===== config.mk =====
export PLATFORM = sky130hd
export DESIGN_NAME = regfile_wb
export DESIGN_NICKNAME = d
export VERILOG_FILES = /design/src/rtl/regfile_wb_pkg.sv /design/src/rtl/regfile_wb_wr_counter.sv /design/src/rtl/regfile_wb.sv
export SDC_FILE = /design/constraint.sdc
export NUM_CORES = 2
export LEC_CHECK = 0
export ABC_AREA = 0
export CELL_PAD_IN_SITES_DETAIL_PLACEMENT = 2
export CELL_PAD_IN_SITES_GLOBAL_PLACEMENT = 2
export CORE_ASPECT_RATIO = 0.75
export CORE_MARGIN = 2
export CORE_UTILIZATION = 47
export DETAILED_ROUTE_END_ITERATION = 10
export DONT_BUFFER_PORTS = 1
export GPL_ROUTABILITY_DRIVEN = 0
export HOLD_SLACK_MARGIN = 0.06
export PLACE_DENSITY = 0.86
export SYNTH_ARGS = -nofsm -noshare
export SYNTH_HDL_FRONTEND = slang
export SYNTH_SLANG_ARGS = --single-unit

===== constraint.sdc =====
create_clock -name clk -period 7.21 [get_ports clk]
set_clock_uncertainty 0.2 [all_clocks]
set_input_delay 1.0815 -clock clk [delete_from_list [all_inputs] [get_ports clk]]
set_output_delay 1.0815 -clock clk [all_outputs]
set_load 0.02 [all_outputs]

===== src/rtl/regfile_wb_pkg.sv =====
// Shared types for the register-file write side.
//   creg_addr_t  - architectural GPR address (r0..r31)
//   word_t       - 32-bit data word
//   retire_wb_t  - one retire lane's writeback bundle, for grouping ports later
//   CNT_W        - default width of each in-flight writer counter
package regfile_wb_pkg;

  localparam int CNT_W = 3;

  typedef logic [4:0]  creg_addr_t;
  typedef logic [31:0] word_t;

  typedef struct packed {
    logic       wen;
    creg_addr_t waddr;
    word_t      wdata;
    logic       hiwen;
    logic       lowen;
    word_t      hidata;
    word_t      lodata;
  } retire_wb_t;

endpackage


===== src/rtl/regfile_wb_wr_counter.sv =====
// In-flight writer counter for one architectural destination.
//   clk, resetn - clock and asynchronous active-low reset
//   inc[1:0]    - per-lane issue hits this cycle
//   dec[1:0]    - per-lane retire hits this cycle
//   flush       - drops every in-flight writer (counter goes to 0)
//   busy        - registered count is non-zero
// Underflow and overflow are protocol violations; they are asserted on,
// not saturated.
module wr_counter #(
  parameter int CNT_W = 3
) (
  input  logic       clk,
  input  logic       resetn,
  input  logic [1:0] inc,
  input  logic [1:0] dec,
  input  logic       flush,
  output logic       busy
);

  // Two spare bits so that +2 on a full counter and -2 on an empty one
  // both stay representable for the checks below.
  localparam int EXT_W = CNT_W + 2;
  localparam logic [EXT_W-1:0] CNT_MAX = EXT_W'((1 << CNT_W) - 1);

  logic [CNT_W-1:0] cnt_q;
  logic [EXT_W-1:0] up;
  logic [EXT_W-1:0] down;
  logic [EXT_W-1:0] base;
  logic [EXT_W-1:0] sum;
  logic             underflow;
  logic             overflow;

  assign up        = EXT_W'(inc[0]) + EXT_W'(inc[1]);
  assign down      = EXT_W'(dec[0]) + EXT_W'(dec[1]);
  assign base      = EXT_W'(cnt_q) + up;
  assign underflow = base < down;
  assign sum       = base - down;
  assign overflow  = !underflow && (sum > CNT_MAX);

  always_ff @(posedge clk or negedge resetn) begin
    if (!resetn) begin
      cnt_q <= '0;
    end else if (flush) begin
      cnt_q <= '0;
    end else begin
      cnt_q <= sum[CNT_W-1:0];
    end
  end

  assign busy = (cnt_q != '0);

  a_no_underflow: assert property (@(posedge clk) disable iff (!resetn)
    !flush |-> !underflow);
  a_no_overflow: assert property (@(posedge clk) disable iff (!resetn)
    !flush |-> !overflow);

endmodule


===== src/rtl/regfile_wb.sv =====
// Architectural register file, write side.
//   clk, resetn                 - clock, asynchronous active-low reset
//   reg_addrR / reg_dataR       - four raw combinational read ports (r0 reads 0)
//   hiloreadR                   - HI/LO read requests (HI/LO always driven)
//   hiR, loR                    - current HI and LO
//   ret_*                       - two retire lanes, lane 0 older, lane 1 wins
//                                 on a shared destination
//   iss_wen, iss_waddr, iss_hilo - issue-side in-flight writer registration
//   flush                       - drops all in-flight writers
//   busy, hilo_busy             - registered "writer still in flight" flags
// Reads return stored state only; same-cycle retire data is provided by the
// forwarding network outside this block.
module regfile_wb
  import regfile_wb_pkg::*;
#(
  parameter int CNT_W = regfile_wb_pkg::CNT_W
) (
  input  logic             clk,
  input  logic             resetn,
  input  creg_addr_t [3:0] reg_addrR,
  output word_t      [3:0] reg_dataR,
  input  logic       [1:0] hiloreadR,
  output word_t            hiR,
  output word_t            loR,
  input  logic       [1:0] ret_wen,
  input  creg_addr_t [1:0] ret_waddr,
  input  word_t      [1:0] ret_wdata,
  input  logic       [1:0] ret_hiwen,
  input  logic       [1:0] ret_lowen,
  input  word_t      [1:0] ret_hidata,
  input  word_t      [1:0] ret_lodata,
  input  logic       [1:0] iss_wen,
  input  creg_addr_t [1:0] iss_waddr,
  input  logic       [1:0] iss_hilo,
  input  logic             flush,
  output logic      [31:0] busy,
  output logic             hilo_busy
);

  // Flop array rather than RAM: four asynchronous read ports.
  word_t gpr_q [1:31];
  word_t hi_q;
  word_t lo_q;

  // Lane 1 is applied after lane 0, so it wins on a shared destination.
  always_ff @(posedge clk or negedge resetn) begin
    if (!resetn) begin
      for (int i = 1; i < 32; i++) begin
        gpr_q[i] <= '0;
      end
    end else begin
      for (int l = 0; l < 2; l++) begin
        if (ret_wen[l] && (ret_waddr[l] != '0)) begin
          gpr_q[ret_waddr[l]] <= ret_wdata[l];
        end
      end
    end
  end

  always_ff @(posedge clk or negedge resetn) begin
    if (!resetn) begin
      hi_q <= '0;
      lo_q <= '0;
    end else begin
      for (int l = 0; l < 2; l++) begin
        if (ret_hiwen[l]) begin
          hi_q <= ret_hidata[l];
        end
        if (ret_lowen[l]) begin
          lo_q <= ret_lodata[l];
        end
      end
    end
  end

  always_comb begin
    for (int p = 0; p < 4; p++) begin
      reg_dataR[p] = '0;
      if (reg_addrR[p] != '0) begin
        reg_dataR[p] = gpr_q[reg_addrR[p]];
      end
    end
  end

  assign hiR = hi_q;
  assign loR = lo_q;

  // r0 never has a writer in flight.
  assign busy[0] = 1'b0;

  for (genvar g = 1; g < 32; g++) begin : g_gpr_cnt
    logic [1:0] inc;
    logic [1:0] dec;

    assign inc[0] = iss_wen[0] && (iss_waddr[0] == 5'(g));
    assign inc[1] = iss_wen[1] && (iss_waddr[1] == 5'(g));
    assign dec[0] = ret_wen[0] && (ret_waddr[0] == 5'(g));
    assign dec[1] = ret_wen[1] && (ret_waddr[1] == 5'(g));

    wr_counter #(
      .CNT_W(CNT_W)
    ) u_cnt (
      .clk   (clk),
      .resetn(resetn),
      .inc   (inc),
      .dec   (dec),
      .flush (flush),
      .busy  (busy[g])
    );
  end

  // One HI/LO writer may update either or both halves; it retires once.
  wr_counter #(
    .CNT_W(CNT_W)
  ) u_hilo_cnt (
    .clk   (clk),
    .resetn(resetn),
    .inc   (iss_hilo),
    .dec   (ret_hiwen | ret_lowen),
    .flush (flush),
    .busy  (hilo_busy)
  );

  logic [1:0] unused_hiloread;
  assign unused_hiloread = hiloreadR;

endmodule


==> results.toml, run 1 <==
[synth]
synth_compound_area_share_pct = 15.2
synth-async-reset-ratio_pct = 100
post_synth_mux_area_share_pct = 34.1
avgSynthCellArea_um2 = 10.5
syn_nets = 8848
synth_ff_type = "dfrtp_1"
synthXorXnorAreaFrac_pct = 0.635
synth_edf_count = 0
syn_inst = 8409
yosys.area_share.adder_pct = 3.26
synth_top_family_by_area = "multiplexers"
ys_ff_latch = 1152
netlist_area_um2 = 88300
synth_seq_area_share_pct = 32.6
synth.distinct_cells = 59
synth.yosys.warnings = 0
synthSimpleGateAreaFrac_pct = 8.28

[die]
start_util_pct = 47.4
die_y_um = 379
top_level_ports = 472
die_w_um = 505
core.rowCount = 137

[grt]
grt_max_degree = 286
gr-total-overflow = 32
track_usage_pct = 72.5

[clocking]
cts-root-buf = "clkbuf_16"
cts_resized = 0
clk_path_buf_depth = 3
cts_buffers = 139
ctsHtreeMaxLevel = 4
clock-sinks = 1152

[placed_design]
dp_hpwl_um = 323000
io_buffers = 0
pre_cts_ws_ps = 1840

[run_status]
haltStage = "global routing"
error_line = "[ERROR GRT-0232] Routing congestion too high. Check the congestion heatmap in the GUI."
outcome = "aborted with a tool error"
[cell usage after synthesis, drive strengths merged (8+ instances only)]
library cell	count	area (µm²)
and3b	8	70.1
clkbuf	625	2350
xor2	31	272
a221oi	124	1090
a211o	65	569
mux4	856	19300
a22o	89	780
nand3	52	265
dfrtp	1152	28800
nor2b	48	300
a22oi	396	2970
mux2	163	1840
o22ai	149	932
a221o	24	240
or3	34	213
nor2	769	2920
nand2	759	2850
a32oi	29	254
a211oi	51	383
o21ai	747	3740
mux2i	896	8970
fa	64	1280
inv	209	785
o31ai	34	255
o211a	28	280
o21a	8	60.1
nand2b	34	213
a31oi	23	144
buf	381	2120
and2	40	250
ha	128	1600
xnor2	33	289
a21oi	310	1550
[per-layer routing]
| metal | GRT overflow | global-route usage [%] |
|---|---|---|
| met5 | 1 | 55.6 |
| met4 | 17 | 65.6 |
| met3 | 4 | 66.4 |
| met2 | 8 | 84.7 |
| met1 | 2 | 70.4 |
[metrics by stage]
step           hold slack (ps)  std cells  cell area, µm²
2_1_floorplan              345       8409           88300
3_3_place_gp               374      10100           89500
3_5_place_dp               414      10100           89500
4_1_cts                   85.6      10351           94300
[cell families after synthesis]
family,Yosys count
AND/OR/NAND/NOR,1774
buffers and inverters,1218
XOR/XNOR,64
flip-flops,1152
AO/OA/AOI/OAI,2093
multiplexers,1915
adder cells (fa/ha/maj),192
other,1
[repair_timing]
action	in CTS
hold buffers	1
setup buffers	0
hold endpoints to repair	1
==> run 2: changes to the inputs <==
Settings changed: CELL_PAD_IN_SITES_DETAIL_PLACEMENT 2 to unset, CELL_PAD_IN_SITES_GLOBAL_PLACEMENT 2 to unset, CORE_ASPECT_RATIO 0.75 to unset, CORE_UTILIZATION 47 to 40, HOLD_SLACK_MARGIN 0.06 to unset, PLACE_DENSITY 0.86 to unset, PLACE_DENSITY_LB_ADDON set to 0.15.
==> run 2 against run 1 <==
Against the previous run: the flow now finishes, with violations (capacitance limit, slew limit); synthesized area unchanged; synthesized cell count unchanged.
==> results.toml, run 2 <==
[sta]
setup_slack_ps = 1240
slew_headroom_pct = -15.1
final.period_utilization_pct = 82.8
hold_viol_final = 0
setup_viol = 0
finalSetupTns_ps = 0
post-route-min-period_ps = 5970
fmax_mhz = 167
rsz0062_at_grt = "false"
hold-worst-slack_ps = 80.7
worstMarginPinSlew_ps = 1730
slew_viol_final = 226

[routing]
drc_errors = 0
wl_per_cell_um = 44.6
wl_um = 481000
dr_total_vias = 79676
postRouteAntennaNets = 0
viasPerCell = 7.38
drt_iter0_drc = 13136
first_pass_iters = 7

[die]
dieArea_um2 = 225000
die_y_um = 474
top_level_ports = 472
core_area_um2 = 220000
start_util_pct = 40.2
die_w_um = 474
core.rowCount = 172

[final_layout]
fillers = 20641
largest-register = "gpr_q"
area_growth_pct = 7.89
largest_registers = "gpr_q: 992 flops, g_gpr_cnt.u_cnt.cnt_q: 93 flops"
largest_reg_flops = 992
final_nets = 8210
mostFrequentLayoutCells = "dfrtp_1 (1,152), mux2i_1 (896), mux4_2 (856)"
fin_area_um2 = 95300
drive_above_1_share_pct = 20.6
final_common_cell = "dfrtp_1"

[placed_design]
dp_hpwl_um = 285000
io_buffers = 0
pre_cts_ws_ps = 2100
place_area_um2 = 90100

[synth]
synth.yosys.warnings = 0
ys_ff_latch = 1152
synth.most_common_cell = "dfrtp_1"
syn_nets = 8848
synth_area_leader_cell = "dfrtp_1"
synth-async-reset-ratio_pct = 100
synth_ff_type = "dfrtp_1"
ys_top_cells_by_area = "dfrtp_1 (33%), mux4_2 (22%), mux2i_1 (10%), o21ai_0 (4.1%), a22oi_1 (3.4%)"
syn_inst = 8409
synth.distinct_cells = 59
netlist_area_um2 = 88300
synth_seq_area_share_pct = 32.6
avgSynthCellArea_um2 = 10.5
yosys.area.top_type_share_pct = 32.6
synth_common_cells = "dfrtp_1 (1,152), mux2i_1 (896), mux4_2 (856)"
synth_edf_count = 0

[setup_path]
r2r_setup_slack_ps = 5260
critPathLaunchType = "primary input"
crit_family = "compound AO/OA/AOI/OAI gates"
crit_chain = "mux4_2, a22o_1, o21ai_0, o31ai_2"
path_buf_inv = 0
cp-end-kind = "primary output"
max_stage_delay_ps = 1040
cp.arrival_ps = 4690
cp_data_required_time_ps = 5930
path_max_fanout = 285
path_class = "primary input to primary output"
worst_path_max_delay_cell = "mux4_2"

[grt]
gr-total-overflow = 0
grt_first_pass_wirelength_um = 650000
antenna_found_initial = 54
grt_max_degree = 286
grt_pass1_vias = 74721
track_usage_pct = 42.1

[power_and_ir_drop]
p_leak_nw = 42.3
powerDensity_nw_per_um2 = 268
ir_drop_mv = 0.221
total_power_w = 0.0255

[run_status]
outcome = "complete, but fails checks"
violations = "capacitance limit, slew limit"

[clocking]
clock-sinks = 1152
clk_path_buf_depth = 3
cts_buffers = 150
ctsHtreeMaxLevel = 4
cts_tree = "yes"
cts-root-buf = "clkbuf_16"
cts_resized = 0
clk_latency_ps = 860
clk_pin_slew_ps = 60

[flow_run]
maxCapViolCount = 1

[worst_hold_path]
hp-class = "primary input to flop"
run 2: logic make-up after synthesis:
| group | Yosys count | synth area share (%) |
|---|---|---|
| muxes | 1915 | 34.1 |
| AOI/OAI and AO/OA | 2093 | 15.2 |
| DFF | 1152 | 32.6 |
| and+or+nand+nor | 1774 | 8.28 |
| adders and majority gates | 192 | 3.26 |
| buffers and inverters | 1218 | 5.96 |
| other | 1 | 0.00425 |
| xor gates and xnor gates | 64 | 0.635 |
run 2: what timing repair did:
action | 4_1_cts | 5_1_grt
hold buffers | 2 | 0
endpoints found under the setup margin | 0 | 0
setup buffers | 0 | 0
endpoints found under the hold margin | 80 | 0
run 2: stage by stage:
| step | utilization, % | std cells |
|---|---|---|
| finish | 43.4 | 10801 |
| global placement | 41.0 | 10486 |
| global route | 43.4 | 10776 |
| detailed placement | 41.0 | 10486 |
| CTS | 43.3 | 10754 |
| floorplan | - | 8409 |
run 2: routing by layer:
metal	global-route usage, %	wire length [µm]	up-vias
met5	1.43	797	-
met4	34.6	48800	46
met3	20.1	74900	2134
met2	57.5	194000	7152
met1	49.8	163000	40025
li1	-	-	30319
run 2: power by group:
| group | switching [W] | internal (W) | total [W] |
|---|---|---|---|
| Sequential | 0.00202 | 0.00798 | 0.0100 |
| Clock | 0.00333 | 0.00454 | 0.00788 |
| Combinational | 0.00350 | 0.00416 | 0.00766 |
run 2: path summary, 6_finish.rpt:
path / to / startpoint / depth (start not counted)
setup reg to reg: g_gpr_cnt[21].u_cnt.cnt_q[2]$_DFF_PN0_ / g_gpr_cnt[21].u_cnt.cnt_q[1]$_DFF_PN0_ / 5
hold / removal: g_gpr_cnt[18].u_cnt.cnt_q[2]$_DFF_PN0_ / flush / 1
max in group asynchronous: gpr_q[489]$_DFF_PN0_ / resetn / 3
hold reg to reg: gpr_q[116]$_DFF_PN0_ / gpr_q[116]$_DFF_PN0_ / 2
min in group asynchronous: gpr_q[762]$_DFF_PN0_ / resetn / 1
setup / recovery: reg_dataR[60] / reg_addrR[5] / 4
run 2: area by class of cell:
| type | count | area, µm² | share of cell area [%] |
|---|---|---|---|
| Tap cell | 2871 | 3590 | 3.77 |
| Sequential cell | 1152 | 28800 | 30.3 |
| Multi-Input combinational cell | 6039 | 55100 | 57.8 |
| Inverter | 212 | 796 | 0.835 |
| Timing Repair Buffer | 216 | 1850 | 1.94 |
| Clock buffer | 216 | 4460 | 4.68 |
| Antenna cell | 45 | 113 | 0.118 |
| Clock inverter | 50 | 534 | 0.561 |
run 2: worst register-to-register path, cell delays in order, from the launching register on:
cell and delay (ps):
dfrtp_1 400, fa_1 540, inv_1 50, fa_1 380
xnor2_1 210, nor2_1 60
(Power assumes the default switching activity.)
